## config.mk

```make
export PLATFORM = sky130hd
export DESIGN_NAME = fetch_stage
export DESIGN_NICKNAME = d
export VERILOG_FILES = /design/src/rtl/fetch_stage.sv
export SDC_FILE = /design/constraint.sdc
export NUM_CORES = 1
export LEC_CHECK = 0
export ABC_AREA = 0
export CORE_MARGIN = 3
export CORE_UTILIZATION = 45
export CTS_CLUSTER_SIZE = 16
export DETAILED_ROUTE_END_ITERATION = 8
export MAX_ROUTING_LAYER = met4
export PLACE_DENSITY = 0.79
export SLEW_MARGIN = 10
export SYNTH_ARGS = -nofsm -noshare
export SYNTH_HDL_FRONTEND = slang
export SYNTH_SLANG_ARGS = --single-unit
```

## constraint.sdc

```tcl
create_clock -name clk -period 3.1 [get_ports clk]
set_clock_uncertainty 0.15 [all_clocks]
set_input_delay 0.465 -clock clk [delete_from_list [all_inputs] [get_ports clk]]
set_output_delay 0.465 -clock clk [all_outputs]
set_load 0.01 [all_outputs]
```

## src/rtl/fetch_stage.sv

```systemverilog
// Instruction-fetch stage: PC register, IF/ID capture, stall/redirect/halt control.
// Optional misaligned-redirect trap enabled by FETCH_MISALIGN_TRAP_EN.
module fetch_stage #(
   parameter logic [31:0] RESET_PC  = 32'h0000_0000,
   parameter logic [31:0] NOP_INSTR = 32'h0000_0013
) (
   input  logic        clk,
   input  logic        rst,
   input  logic        stall,
   input  logic        redirect,
   input  logic [31:0] redirect_pc,
   input  logic [31:0] imem_rd,
   output logic [31:0] imem_addr,
   output logic [31:0] pc,
   output logic [31:0] ifid_instr,
   output logic [31:0] ifid_pc,
   output logic [31:0] ifid_pc4,
   output logic        ifid_valid,
   output logic        halted,
`ifdef FETCH_MISALIGN_TRAP_EN
   output logic        misalign,
`endif
   output logic [31:0] fetch_cnt
);

   localparam int unsigned XLEN = 32;
   localparam logic [XLEN-1:0] PC_STEP = XLEN'(4);
   localparam logic [XLEN-1:0] PC_MASK = 32'hFFFF_FFFC;

   typedef enum logic [1:0] {
      ST_RUN,
      ST_HALT,
      ST_DRAIN
   } state_e;

   state_e          state_q, state_d;
   logic [XLEN-1:0] pc_q, pc_d;
   logic [XLEN-1:0] instr_q, instr_d;
   logic [XLEN-1:0] ipc_q, ipc_d;
   logic [XLEN-1:0] ipc4_q, ipc4_d;
   logic            valid_q, valid_d;
   logic            halted_q, halted_d;
   logic [XLEN-1:0] cnt_q, cnt_d;
`ifdef FETCH_MISALIGN_TRAP_EN
   logic            misalign_q, misalign_d;
`endif

   // State register and IF/ID pipeline register
   always_ff @(posedge clk) begin
      if (rst) begin
         state_q    <= ST_DRAIN;
         pc_q       <= RESET_PC;
         instr_q    <= NOP_INSTR;
         ipc_q      <= '0;
         ipc4_q     <= PC_STEP;
         valid_q    <= 1'b0;
         halted_q   <= 1'b0;
         cnt_q      <= '0;
`ifdef FETCH_MISALIGN_TRAP_EN
         misalign_q <= 1'b0;
`endif
      end else begin
         state_q    <= state_d;
         pc_q       <= pc_d;
         instr_q    <= instr_d;
         ipc_q      <= ipc_d;
         ipc4_q     <= ipc4_d;
         valid_q    <= valid_d;
         halted_q   <= halted_d;
         cnt_q      <= cnt_d;
`ifdef FETCH_MISALIGN_TRAP_EN
         misalign_q <= misalign_d;
`endif
      end
   end

   // Next-state: redirect beats stall beats normal fetch
   always_comb begin
      state_d    = state_q;
      pc_d       = pc_q;
      instr_d    = instr_q;
      ipc_d      = ipc_q;
      ipc4_d     = ipc4_q;
      valid_d    = valid_q;
      halted_d   = halted_q;
      cnt_d      = cnt_q;
`ifdef FETCH_MISALIGN_TRAP_EN
      misalign_d = misalign_q;
`endif
      if (redirect) begin
`ifdef FETCH_MISALIGN_TRAP_EN
         if (redirect_pc[1:0] != 2'b00) begin
            misalign_d = 1'b1;
            state_d    = ST_HALT;
            halted_d   = 1'b1;
            valid_d    = 1'b0;
         end else begin
`endif
            pc_d     = redirect_pc & PC_MASK;
            instr_d  = NOP_INSTR;
            valid_d  = 1'b0;
            state_d  = ST_RUN;
            halted_d = 1'b0;
`ifdef FETCH_MISALIGN_TRAP_EN
         end
`endif
      end else begin
         case (state_q)
            // Memory may have returned garbage/zero during reset; skip one slot
            ST_DRAIN: begin
               valid_d = 1'b0;
               state_d = ST_RUN;
            end
            ST_HALT: begin
               valid_d = 1'b0;
            end
            default: begin
               if (!stall) begin
                  if (imem_rd == '0) begin
                     instr_d  = NOP_INSTR;
                     valid_d  = 1'b0;
                     state_d  = ST_HALT;
                     halted_d = 1'b1;
                  end else begin
                     pc_d    = pc_q + PC_STEP;
                     instr_d = imem_rd;
                     ipc_d   = pc_q;
                     ipc4_d  = pc_q + PC_STEP;
                     valid_d = 1'b1;
                     cnt_d   = cnt_q + XLEN'(1);
                  end
               end
            end
         endcase
      end
   end

   assign imem_addr  = pc_q;
   assign pc         = pc_q;
   assign ifid_instr = instr_q;
   assign ifid_pc    = ipc_q;
   assign ifid_pc4   = ipc4_q;
   assign ifid_valid = valid_q;
   assign halted     = halted_q;
   assign fetch_cnt  = cnt_q;
`ifdef FETCH_MISALIGN_TRAP_EN
   assign misalign   = misalign_q;
`endif

endmodule

```

==> key figures, run 1 <==
Place
  • Dpl ws: 0.0952 ns
  • Post-DP Area: 9790 um^2
  • GP Congestion: 0.796
  • Inst Count DP: 1282
  • I/O Buffers: 251
  • Post-DP HPWL: around 15000 um

Synthesis
  • Biggest area consumer among synthesized cells: dfxtp_1
  • Post-synthesis cell area: 7340 um^2
  • FFs w/ async S/R, synth: 0
  • Top cells by area, synth: dfxtp_1, xnor2_1, nand2_1
  • Post-synth top flop: dfxtp_1
  • Mean post-synth cell area: between 8 and 9 um^2
  • Synth top cells by count: dfxtp_1, nand2_1, nor2_1
  • YS warnings: 0
  • Post-synth EDFFs: 0
  • Seq/Total Area, Yosys: 0.431
  • Most common cell in the netlist: dfxtp_1
  • Netlist cell types: 47
  • Gate Count Post-Synth: about 900
  • Top cell type's share of synthesized area: 0.431
  • FF+latch count, synth: 158

Cells and area
  • Final Util: 0.653
  • Nets: 1157
  • Reg area: 3160 um^2
  • Layout fillers: 1361
  • Multi-input gate area: 3570 um^2
  • Design area: 10400 um^2
  • # diodes: 0
  • Synth-to-Final Area Change: 41.8%
  • Layout cells sized above 1: 0.0720
  • Post-route insts no fill: 1313

STA
  • Final hold slack: 0.303 ns
  • TNS Setup: 0 ns
  • Least-Margin Pin Slew: 0.719 ns
  • Endpoints failing setup: 0
  • Hold Vio Cnt, Final: 0
  • Fmax: around 0.40 GHz
  • Fin crit share: 0.814
  • Final Max Slew Viols: 0
  • RSZ-0062 raised after global routing: no
  • Worst setup margin: 0.578 ns
  • Final min period: 2.52 ns
  • Slew margin rel.: 0.519

Flow run
  • Max cap viols: 0

Hold path
  • Worst Hold Launch: ifid_instr[28]$_SDFFE_PP0P_
  • Hold endpoint: ifid_instr[28]$_SDFFE_PP0P_
  • HP Class: flip-flop to flip-flop
  • Hold Path Depth: 2

Die
  • Site row count: 46
  • IO Pins: 262
  • Area of the core: 15900 um^2
  • Die area: roughly 18000 um^2
  • Initial Util: 0.460
  • Die Span X: around 130 um
  • Die span in y: 134 um

Critical path
  • Worst path required time: 3.25 ns
  • Worst setup SP type: flip-flop
  • Reg2Reg Capture Point: imem_addr[20]$_SDFFE_PP0P_
  • Critical path class: flip-flop to flip-flop
  • Worst r2r src: imem_addr[2]$_SDFFE_PP0P_
  • FF-to-FF setup slack: 0.58 ns
  • Worst Path Max Fanout: 7
  • Critical path data arrival time: 2.67 ns
  • FF-to-FF path depth: 7
  • Crit. End Element: flip-flop

Pwr
  • Power after layout: 5.00 mW
  • Switching power: roughly 1.2 mW
  • Sw Ratio: 0.240
  • Leak: 3.38 nW
  • Internal power: 3.80 mW
  • Seq pwr share: 0.436
  • Combinational group share of total power: 0.119
  • Max VDD drop: 0.347 mV
  • Pwr Density: about 480 nW/um^2
  • Clock network power share: 0.445

Drt
  • DRT iter0 DRCs: a little under 400
  • ANT nets after route: 0
  • Drt total wl: approximately 21000 um
  • Vias: 6907
  • DR DRC count: 0
  • First-pass DRT Iterations: 5
  • Wire length per cell: 16.1 um
  • Number of vias per cell: approximately 5.3

Global route
  • Initial antenna violation count: 0
  • Global route overflow: 0
  • Number of global-route vias before repair: 6594
  • First-pass GRT wire length: 33700 um
  • Largest net degree at the start of global routing: 65
  • Total GRT Usage: 0.239

Clocking
  • Worst-path clk slew: 0.06 ns
  • Post-CTS Resized: 0
  • CTS tree: built
  • Number of setup buffers added after CTS: 0
  • CTS Hold Buffers Added: 0
  • TritonCTS buffer count: 17
  • Clk_lat worst skew: 0.42 ns
  • CTS max path bufs: 2
  • Clk root buf: clkbuf_16
  • Sink Count: 158
  • H-tree level count: 4

Status
  • Status: finished, final reports clean
placed cells by master (no fill, tap or decap), types with 18 or more instances in the layout:
cell type,n
clkdlybuf4s50_1,250
dfxtp_1,158
nand2_1,150
nor2_1,105
a21oi_1,66
xnor2_1,66
a211oi_1,51
nor4_1,33
nor3_1,24
nand3_1,21
buf_4,19
xor2_1,18
power by group through the flow:
| stage | logic (mW) | clock network, mW | registers [mW] |
|---|---|---|---|
| finish | 0.597 | 2.23 | 2.18 |
| floorplan | 0.292 | 0 | 2.23 |
| global placement | 0.590 | 0 | 2.22 |
| global route | 0.644 | 2.35 | 2.19 |
| CTS | 0.601 | 2.26 | 2.18 |
| detailed placement | 0.599 | 0 | 2.22 |
how the worst max path moves through the flow:
| stage | startpoint | endpoint | slack, ns | cells after the start |
|---|---|---|---|---|
| global placement | imem_rd[24] | ifid_pc[28]$_SDFFE_PP0P_ | 0.14 | 9 |
| finish | imem_addr[2]$_SDFFE_PP0P_ | imem_addr[20]$_SDFFE_PP0P_ | 0.58 | 7 |
| floorplan | imem_addr[2]$_SDFFE_PP0P_ | imem_addr[20]$_SDFFE_PP0P_ | 0.89 | 7 |
| global route | state_q[0]$_SDFFE_PP0P_ | ifid_pc4[26]$_SDFFE_PP0P_ | 0.36 | 7 |
| CTS | imem_rd[24] | ifid_pc[25]$_SDFFE_PP0P_ | 0.53 | 9 |
| detailed placement | imem_rd[24] | ifid_pc[25]$_SDFFE_PP0P_ | 0.1 | 9 |
registers in the layout, summed over array words and instances (netlist names):
register	flops
ifid_pc	30
ifid_valid	1
ifid_instr	32
fetch_cnt	32
ifid_pc4	30
imem_addr	30
halted	1
state_q	2
worst max-delay path, cell delays in order (launching register included):
cell and delay (ns):
dfxtp_1 0.48, ha_1 0.36, nand4_1 0.28, nor4_4 0.39, nand3_2 0.15, nor3_1 0.21, nor3_1 0.07, a2111oi_1 0.32
area by class of cell:
cell class | count | share of cell area
Multi-Input combinational cell | 621 | 0.343
Sequential cell | 158 | 0.304
Timing Repair Buffer | 273 | 0.262
Clock buffer | 21 | 0.0442
Tap cell | 216 | 0.0260
Clock inverter | 10 | 0.0156
Inverter | 14 | 0.00505
cells by family after synthesis:
logic type,synth area share
flip-flops,0.431
AND/OR/NAND/NOR,0.257
AO/OA/AOI/OAI,0.114
XOR/XNOR,0.100
buffers and inverters,0.0886
adder cells (fa/ha/maj),0.00682
other,0.000511
multiplexers,0.00153
layer usage:
metal,vias up,share of wire,wire length (um),track usage
met5,-,0,0,-
met4,0,0.011,242,0.0674
met3,21,0.081,1710,0.0646
met2,263,0.48,10200,0.391
met1,3241,0.42,8950,0.290
li1,3382,-,-,-
Power figures use the tool's default switching activity.
==> run 2: changes to the inputs <==
--- a/config.mk
+++ b/config.mk
@@ -7,11 +7,11 @@
 export LEC_CHECK = 0
 export ABC_AREA = 0
 export CORE_MARGIN = 3
-export CORE_UTILIZATION = 45
+export CORE_UTILIZATION = 41
 export CTS_CLUSTER_SIZE = 16
 export DETAILED_ROUTE_END_ITERATION = 8
 export MAX_ROUTING_LAYER = met4
-export PLACE_DENSITY = 0.79
+export PLACE_DENSITY = 0.76
 export SLEW_MARGIN = 10
 export SYNTH_ARGS = -nofsm -noshare
 export SYNTH_HDL_FRONTEND = slang
==> constraint.sdc (replaced) <==
create_clock -name clk -period 2 [get_ports clk]
set_clock_uncertainty 0.15 [all_clocks]
set_input_delay 0.3 -clock clk [delete_from_list [all_inputs] [get_ports clk]]
set_output_delay 0.3 -clock clk [all_outputs]
set_load 0.01 [all_outputs]
==> run 2 against run 1 <==
- the run now ends with hold timing, setup timing left
- utilization is 3.6 points higher
- clock power is 44% higher
- non-clock buffer count is 118 higher
- power is 55% higher
- global-route usage is 0.46 points higher
- critical path depth is 1 higher
- count of clock-buffer cells in the layout stayed put
- via count is 9.0% higher
- sequential cell count stayed put
- critical path type unchanged
- critical endpoint is now ifid_pc4[20]$_SDFFE_PP0P_
- largest cell class unchanged
==> key figures, run 2 (same netlist as run 1, synthesis figures left out) <==
Status
  • Status: finished, violations left
  • Violated checks: hold timing, setup timing

Drt
  • ANT nets after route: 0 (unchanged)
  • Wire length per cell: 17.2 um (+7.0%)
  • DRT iter0 DRCs: 350 (-9.3%)
  • Wire length on met2: 12300 um (+20%)
  • Number of vias per cell: 5.23 (-0.58%)
  • Drt total wl: 24800 um (+17%)
  • DR DRC count: 0 (unchanged)
  • Routed length on met3: 1930 um (+13%)
  • Top layer in use: met4
  • Vias: 7526 (+9.0%)
  • First-pass DRT Iterations: 7 (+2)
  • Met1 WL: 10300 um (+15%)

STA
  • Final min period: 2.08 ns (-0.438 ns)
  • Hold Vio Cnt, Final: 1 (+1)
  • Fin crit share: 1.04 (+0.228)
  • Worst setup margin: -0.0835 ns (-0.662 ns)
  • Fmax: 0.480 GHz (+21%)
  • RSZ-0062 raised after global routing: yes
  • Final hold slack: -0.0135 ns (-0.316 ns)
  • Final Max Slew Viols: 0 (unchanged)
  • Endpoints failing setup: 4 (+4)

Global route
  • Number of global-route vias before repair: 7072 (+7.2%)
  • Largest net degree at the start of global routing: 57 (-12%)
  • First-pass GRT wire length: 37500 um (+11%)
  • Total GRT Usage: 0.243 (+0.00465)
  • Initial antenna violation count: 0 (unchanged)
  • Global route overflow: 0 (unchanged)

Critical path
  • Crit-path cells: buf_4 > nand4_1 > nor4_4 > nand3_2 > buf_4 > buf_4 > xor2_1 > a211oi_2
  • Critical path class: flip-flop to flip-flop
  • Worst path required time: 2.20 ns (-1.05 ns)
  • Crit. End Element: flip-flop
  • Worst Path Max Fanout: 5 (-2)
  • Critical path data arrival time: 2.28 ns (-0.39 ns)
  • Slowest stage delay, CP: 0.37 ns (-0.11 ns)
  • Cell family contributing the most delay on the critical path: simple AND/OR/NAND/NOR gates
  • Crit-path most repeated cell: buf_4
  • Worst setup SP type: flip-flop
  • Critical-path top delay cell: dfxtp_1
  • Bufs and invs on worst path: 3 (+3)

Die
  • Initial Util: 0.421 (-0.0390)
  • Site row count: 48 (+4.3%)
  • Area of the core: 17400 um^2 (+9.2%)
  • Die area: 19500 um^2 (+9.3%)
  • Die span in y: 140 um (+4.6%)
  • IO Pins: 262 (unchanged)
  • Die Span X: 140 um (+4.6%)

Cells and area
  • Design area: 12000 um^2 (+15%)
  • Synth-to-Final Area Change: 63.4%
  • Most frequent cells in the layout: clkdlybuf4s50_1, nand2_1, dfxtp_1, buf_4, nor2_1
  • Commonest non-fill, non-tap cell in the layout: clkdlybuf4s50_1
  • Nets: 1275 (+10%)
  • Layout cells sized above 1: 0.236 (+0.164)
  • # diodes: 0 (unchanged)

Place
  • Post-DP HPWL: 16200 um (+8.2%)
  • GP Congestion: 0.859 (+7.9%)
  • I/O Buffers: 251 (unchanged)
  • Post-DP Area: 10600 um^2 (+8.0%)
  • Dpl ws: -0.650 ns (-0.745 ns)

Pwr
  • Pwr Density: 646 nW/um^2 (+34%)
  • Combinational group share of total power: 0.155 (+0.036)
  • Seq pwr share: 0.430 (-0.006)
  • Clock network power share: 0.416 (-0.029)
  • Sw Ratio: 0.255 (+0.0150)
  • Max VDD drop: 0.605 mV (+74%)
  • Internal power: 5.77 mW (+52%)
  • Switching power: 1.98 mW (+65%)
  • Leak: 4.24 nW (+26%)

Clocking
  • Clk_lat worst skew: 0.42 ns (about the same)
  • TritonCTS buffer count: 17 (unchanged)
  • CTS tree: built
  • Clk root buf: clkbuf_16
  • Sink Count: 158 (unchanged)
  • Worst-path clk slew: 0.06 ns (about the same)
  • H-tree level count: 4 (unchanged)
  • CTS max path bufs: 2 (unchanged)

Flow run
  • Max cap viols: 0 (unchanged)

Hold path
  • HP Class: input pin to flip-flop
[run 2: timing repair]
item                                    4_1_cts  5_1_grt
buffers inserted                              6       13
endpoints found under the setup margin      132      136
resized for setup                            77      117
gates cloned                                  6        0
pin swaps                                    23       43
hold buffers                                  0        6
endpoints found under the hold margin         0        6
[run 2: final timing paths]
kind | slack (ns) | from | cells past startpoint | to
max reg2reg | -0.08 | imem_addr[11]$_SDFFE_PP0P_ | 8 | ifid_pc4[20]$_SDFFE_PP0P_
max | -0.08 | imem_addr[11]$_SDFFE_PP0P_ | 8 | ifid_pc4[20]$_SDFFE_PP0P_
min | -0.01 | imem_rd[8] | 3 | ifid_instr[8]$_SDFFE_PP0P_
min reg2reg | 0.30 | ifid_pc[18]$_SDFFE_PP0P_ | 2 | ifid_pc[18]$_SDFFE_PP0P_
[run 2: power by group through the flow]
stage	sequential, mW	clock [mW]	combinational [mW]
2_1_floorplan	3.45	0	0.462
3_3_place_gp	3.39	0	1.10
3_5_place_dp	3.39	0	1.11
4_1_cts	3.32	3.28	1.16
5_1_grt	3.34	3.39	1.28
6_report	3.33	3.22	1.20
[run 2: worst register-to-register path, cell delays in order, from the launching register on]
cell	delay (ns)
dfxtp_1	0.37
buf_4	0.18
nand4_1	0.22
nor4_4	0.26
nand3_2	0.19
buf_4	0.18
buf_4	0.12
xor2_1	0.14
a211oi_2	0.20
[run 2: metal layers]
layer  up-vias  GRT usage
met5         -          -
met4         0     0.0546
met3        26     0.0649
met2       324      0.394
met1      3560      0.306
li1       3616          -
[run 2: per-stage QoR]
stage          cells   util  setup TNS [ns]  power, mW
3_3_place_gp    1378  0.607          -65.06       4.49
6_report        1439  0.689          -0.222       7.75
2_1_floorplan    901      -          -0.189       3.92
4_1_cts         1420  0.660         -0.0909       7.75
5_1_grt         1439  0.689           -2.17       8.00
3_5_place_dp    1378  0.607          -70.08       4.50
[run 2: area by class of cell]
class | instances | area (um^2)
Sequential cell | 158 | 3180
Multi-Input combinational cell | 621 | 4040
Tap cell | 225 | 282
Inverter | 14 | 52.6
Clock inverter | 9 | 110
Timing Repair Buffer | 391 | 3870
Clock buffer | 21 | 460
Fill cell | 1347 | 5420
==> run 3: changes to the inputs <==
--- a/config.mk
+++ b/config.mk
@@ -6,7 +6,6 @@
 export NUM_CORES = 1
 export LEC_CHECK = 0
 export ABC_AREA = 0
-export CORE_MARGIN = 3
 export CORE_UTILIZATION = 41
 export CTS_CLUSTER_SIZE = 16
 export DETAILED_ROUTE_END_ITERATION = 8
==> constraint.sdc (replaced) <==
create_clock -name clk -period 2 [get_ports clk]
set_clock_uncertainty 0.15 [all_clocks]
set_input_delay 0.3 -clock clk [delete_from_list [all_inputs] [get_ports clk]]
set_output_delay 0.3 -clock clk [all_outputs]
set_load 0.005 [all_outputs]
==> run 3 against run 2 <==
- the flow still finishes with violations (hold timing, setup timing)
- critical path depth is 1 higher
- wire length fell by 1.8%
- first-iteration DRC count up 11%
- count of clock-buffer cells in the layout rose by 1
- register-to-register slack about the same
- critical endpoint is now imem_addr[30]$_SDFFE_PP0P_
==> key figures, run 3 (same netlist as run 1, synthesis figures left out) <==
Pwr
  • Seq pwr share: 0.439 (+0.009)
  • Switching power: 1.91 mW (-3.2%)
  • Pwr Density: 632 nW/um^2 (-2.1%)
  • Max VDD drop: 0.581 mV (-3.9%)
  • Internal power: 5.65 mW (-2.0%)
  • Power after layout: 7.57 mW (-2.3%)
  • Combinational group share of total power: 0.152 (-0.003)
  • Sw Ratio: 0.253 (-0.00225)
  • Leak: 4.23 nW (-0.20%)
  • Clock network power share: 0.408 (-0.008)

Clocking
  • Worst-path clk slew: 0.06 ns (about the same)
  • CTS tree: built
  • TritonCTS buffer count: 17 (unchanged)
  • Clk root buf: clkbuf_16
  • H-tree level count: 4 (unchanged)
  • Clk_lat worst skew: 0.42 ns (about the same)
  • CTS max path bufs: 2 (unchanged)
  • Sink Count: 158 (unchanged)

Cells and area
  • Commonest non-fill, non-tap cell in the layout: clkdlybuf4s50_1
  • Layout cells sized above 1: 0.241 (+0.00497)
  • Layout fillers: 1392 (+3.3%)
  • Synth-to-Final Area Change: 63.1%
  • Most frequent cells in the layout: clkdlybuf4s50_1, dfxtp_1, nand2_1, buf_4, nor2_1
  • Design area: 12000 um^2 (-0.22%)
  • # diodes: 0 (unchanged)
  • Nets: 1278 (+0.24%)
  • Final Util: 0.687 (-0.00151)

STA
  • Final Max Slew Viols: 0 (unchanged)
  • Fin crit share: 1.04 (-0.00358)
  • Final hold slack: -0.00633 ns (+0.00716 ns)
  • RSZ-0062 raised after global routing: yes
  • Worst setup margin: -0.0764 ns (+0.00717 ns)
  • Hold Vio Cnt, Final: 2 (+1)
  • Final min period: 2.08 ns (-0.00717 ns)
  • Endpoints failing setup: 6 (+2)
  • Fmax: 0.482 GHz (+0.35%)

Die
  • Site row count: 48 (unchanged)
  • Die span in y: 136 um (-2.9%)
  • Die area: 18400 um^2 (-5.6%)
  • Initial Util: 0.421 (unchanged)
  • IO Pins: 262 (unchanged)
  • Area of the core: 17400 um^2 (unchanged)
  • Die Span X: 136 um (-2.9%)

Place
  • I/O Buffers: 251 (unchanged)
  • GP Congestion: 0.838 (-2.4%)
  • Post-DP HPWL: 15900 um (-2.0%)
  • Dpl ws: -0.907 ns (-0.257 ns)
  • Post-DP Area: 10600 um^2 (about the same)

Global route
  • Initial antenna violation count: 0 (unchanged)
  • Number of global-route vias before repair: 6934 (-2.0%)
  • First-pass GRT wire length: 35700 um (-4.7%)
  • Total GRT Usage: 0.258 (+0.0144)
  • Largest net degree at the start of global routing: 75 (+32%)
  • Global route overflow: 0 (unchanged)

Drt
  • Drt total wl: 24400 um (-1.8%)
  • Wire length per cell: 16.9 um (-2.1%)
  • ANT nets after route: 0 (unchanged)
  • Vias: 7492 (-0.45%)
  • First-pass DRT Iterations: 6 (-1)
  • DR DRC count: 0 (unchanged)
  • DRT iter0 DRCs: 387 (+11%)
  • Number of vias per cell: 5.19 (-0.73%)

Critical path
  • Critical path data arrival time: 2.27 ns (about the same)
  • Worst path required time: 2.19 ns (about the same)
  • Critical path class: flip-flop to flip-flop
  • Crit. End Element: flip-flop
  • Worst setup SP type: flip-flop
  • Worst Path Max Fanout: 3 (-2)

Status
  • Violated checks: hold timing, setup timing
  • Status: finished, violations left

Hold path
  • HP Class: input pin to flip-flop

Flow run
  • Max cap viols: 0 (unchanged)
==> run 3: cell types whose count changed in the layout (fill, tap and decap cells not counted), moves of 4 or more <==
cell and delta:
clkdlybuf4s15_1 -6, buf_4 -8, clkdlybuf4s50_1 +8, nor3_1 +6, nor2_2 -4, clkbuf_16 +4
buf_6 +9, dlymetal6s2s_1 -4, clkbuf_2 +5, nand2_1 -8, nand2_2 +7, nor3_2 -7
==> run 3: layout make-up <==
type / instances / area, um^2 / area share
timing repair buffer: 394 / 3910 / 0.327
multi-input combinational: 621 / 3990 / 0.333
clock inverter: 9 / 86.3 / 0.00721
clock buffer: 22 / 464 / 0.0388
sequential: 158 / 3190 / 0.266
tap: 225 / 282 / 0.0235
inverter: 14 / 52.6 / 0.00439
==> run 3: path summary, 6_finish.rpt <==
path,end,slack (ns),depth (start not counted),from
worst max-delay path,imem_addr[30]$_SDFFE_PP0P_,-0.08,9,imem_addr[2]$_SDFFE_PP0P_
worst min-delay path,ifid_instr[10]$_SDFFE_PP0P_,-0.006,3,imem_rd[10]
worst max register to register,imem_addr[30]$_SDFFE_PP0P_,-0.08,9,imem_addr[2]$_SDFFE_PP0P_
worst min register to register,ifid_pc[10]$_SDFFE_PP0P_,0.30,2,ifid_pc[10]$_SDFFE_PP0P_
==> run 3: timing repair <==
item | 4_1_cts | 5_1_grt
cloned | 3 | 5
gates resized for setup | 61 | 124
setup endpoints to repair | 159 | 164
pin swaps | 22 | 48
hold endpoints to repair | 0 | 5
setup buffers | 11 | 10
hold buffers | 0 | 5
==> run 3: layer usage <==
layer | global-route usage | routed length (um) | vias up
met4 | 0.0668 | 276 | 0
met5 | - | 0 | -
li1 | - | - | 3617
met3 | 0.0658 | 1580 | 24
met1 | 0.307 | 10100 | 3586
met2 | 0.430 | 12400 | 265
==> run 3: metrics by stage <==
stage	TNS, ns	hold slack [ns]	std cells
2_1_floorplan	0	0.286	901
3_3_place_gp	-96.63	0.290	1378
3_5_place_dp	-106.34	0.298	1378
4_1_cts	-0.207	0.0347	1423
5_1_grt	-2.40	0.00246	1443
6_report	-0.172	-0.00633	1443
==> run 3: power by group through the flow <==
| stage | registers [mW] | logic [mW] | clock network (mW) |
|---|---|---|---|
| 2_1_floorplan | 3.42 | 0.437 | 0 |
| 3_3_place_gp | 3.39 | 1.04 | 0 |
| 3_5_place_dp | 3.39 | 1.06 | 0 |
| 4_1_cts | 3.32 | 1.08 | 3.15 |
| 5_1_grt | 3.34 | 1.23 | 3.28 |
| 6_report | 3.33 | 1.15 | 3.09 |
==> run 3: worst max-delay path, stage by stage (launching register included) <==
cell and delay, ns:
dfxtp_4 0.36, ha_4 0.13, nand4_1 0.19, buf_4 0.22, nor4_4 0.12, buf_4 0.17, nand4_1 0.17, nor3_2 0.21
xnor2_1 0.08, a211oi_1 0.18
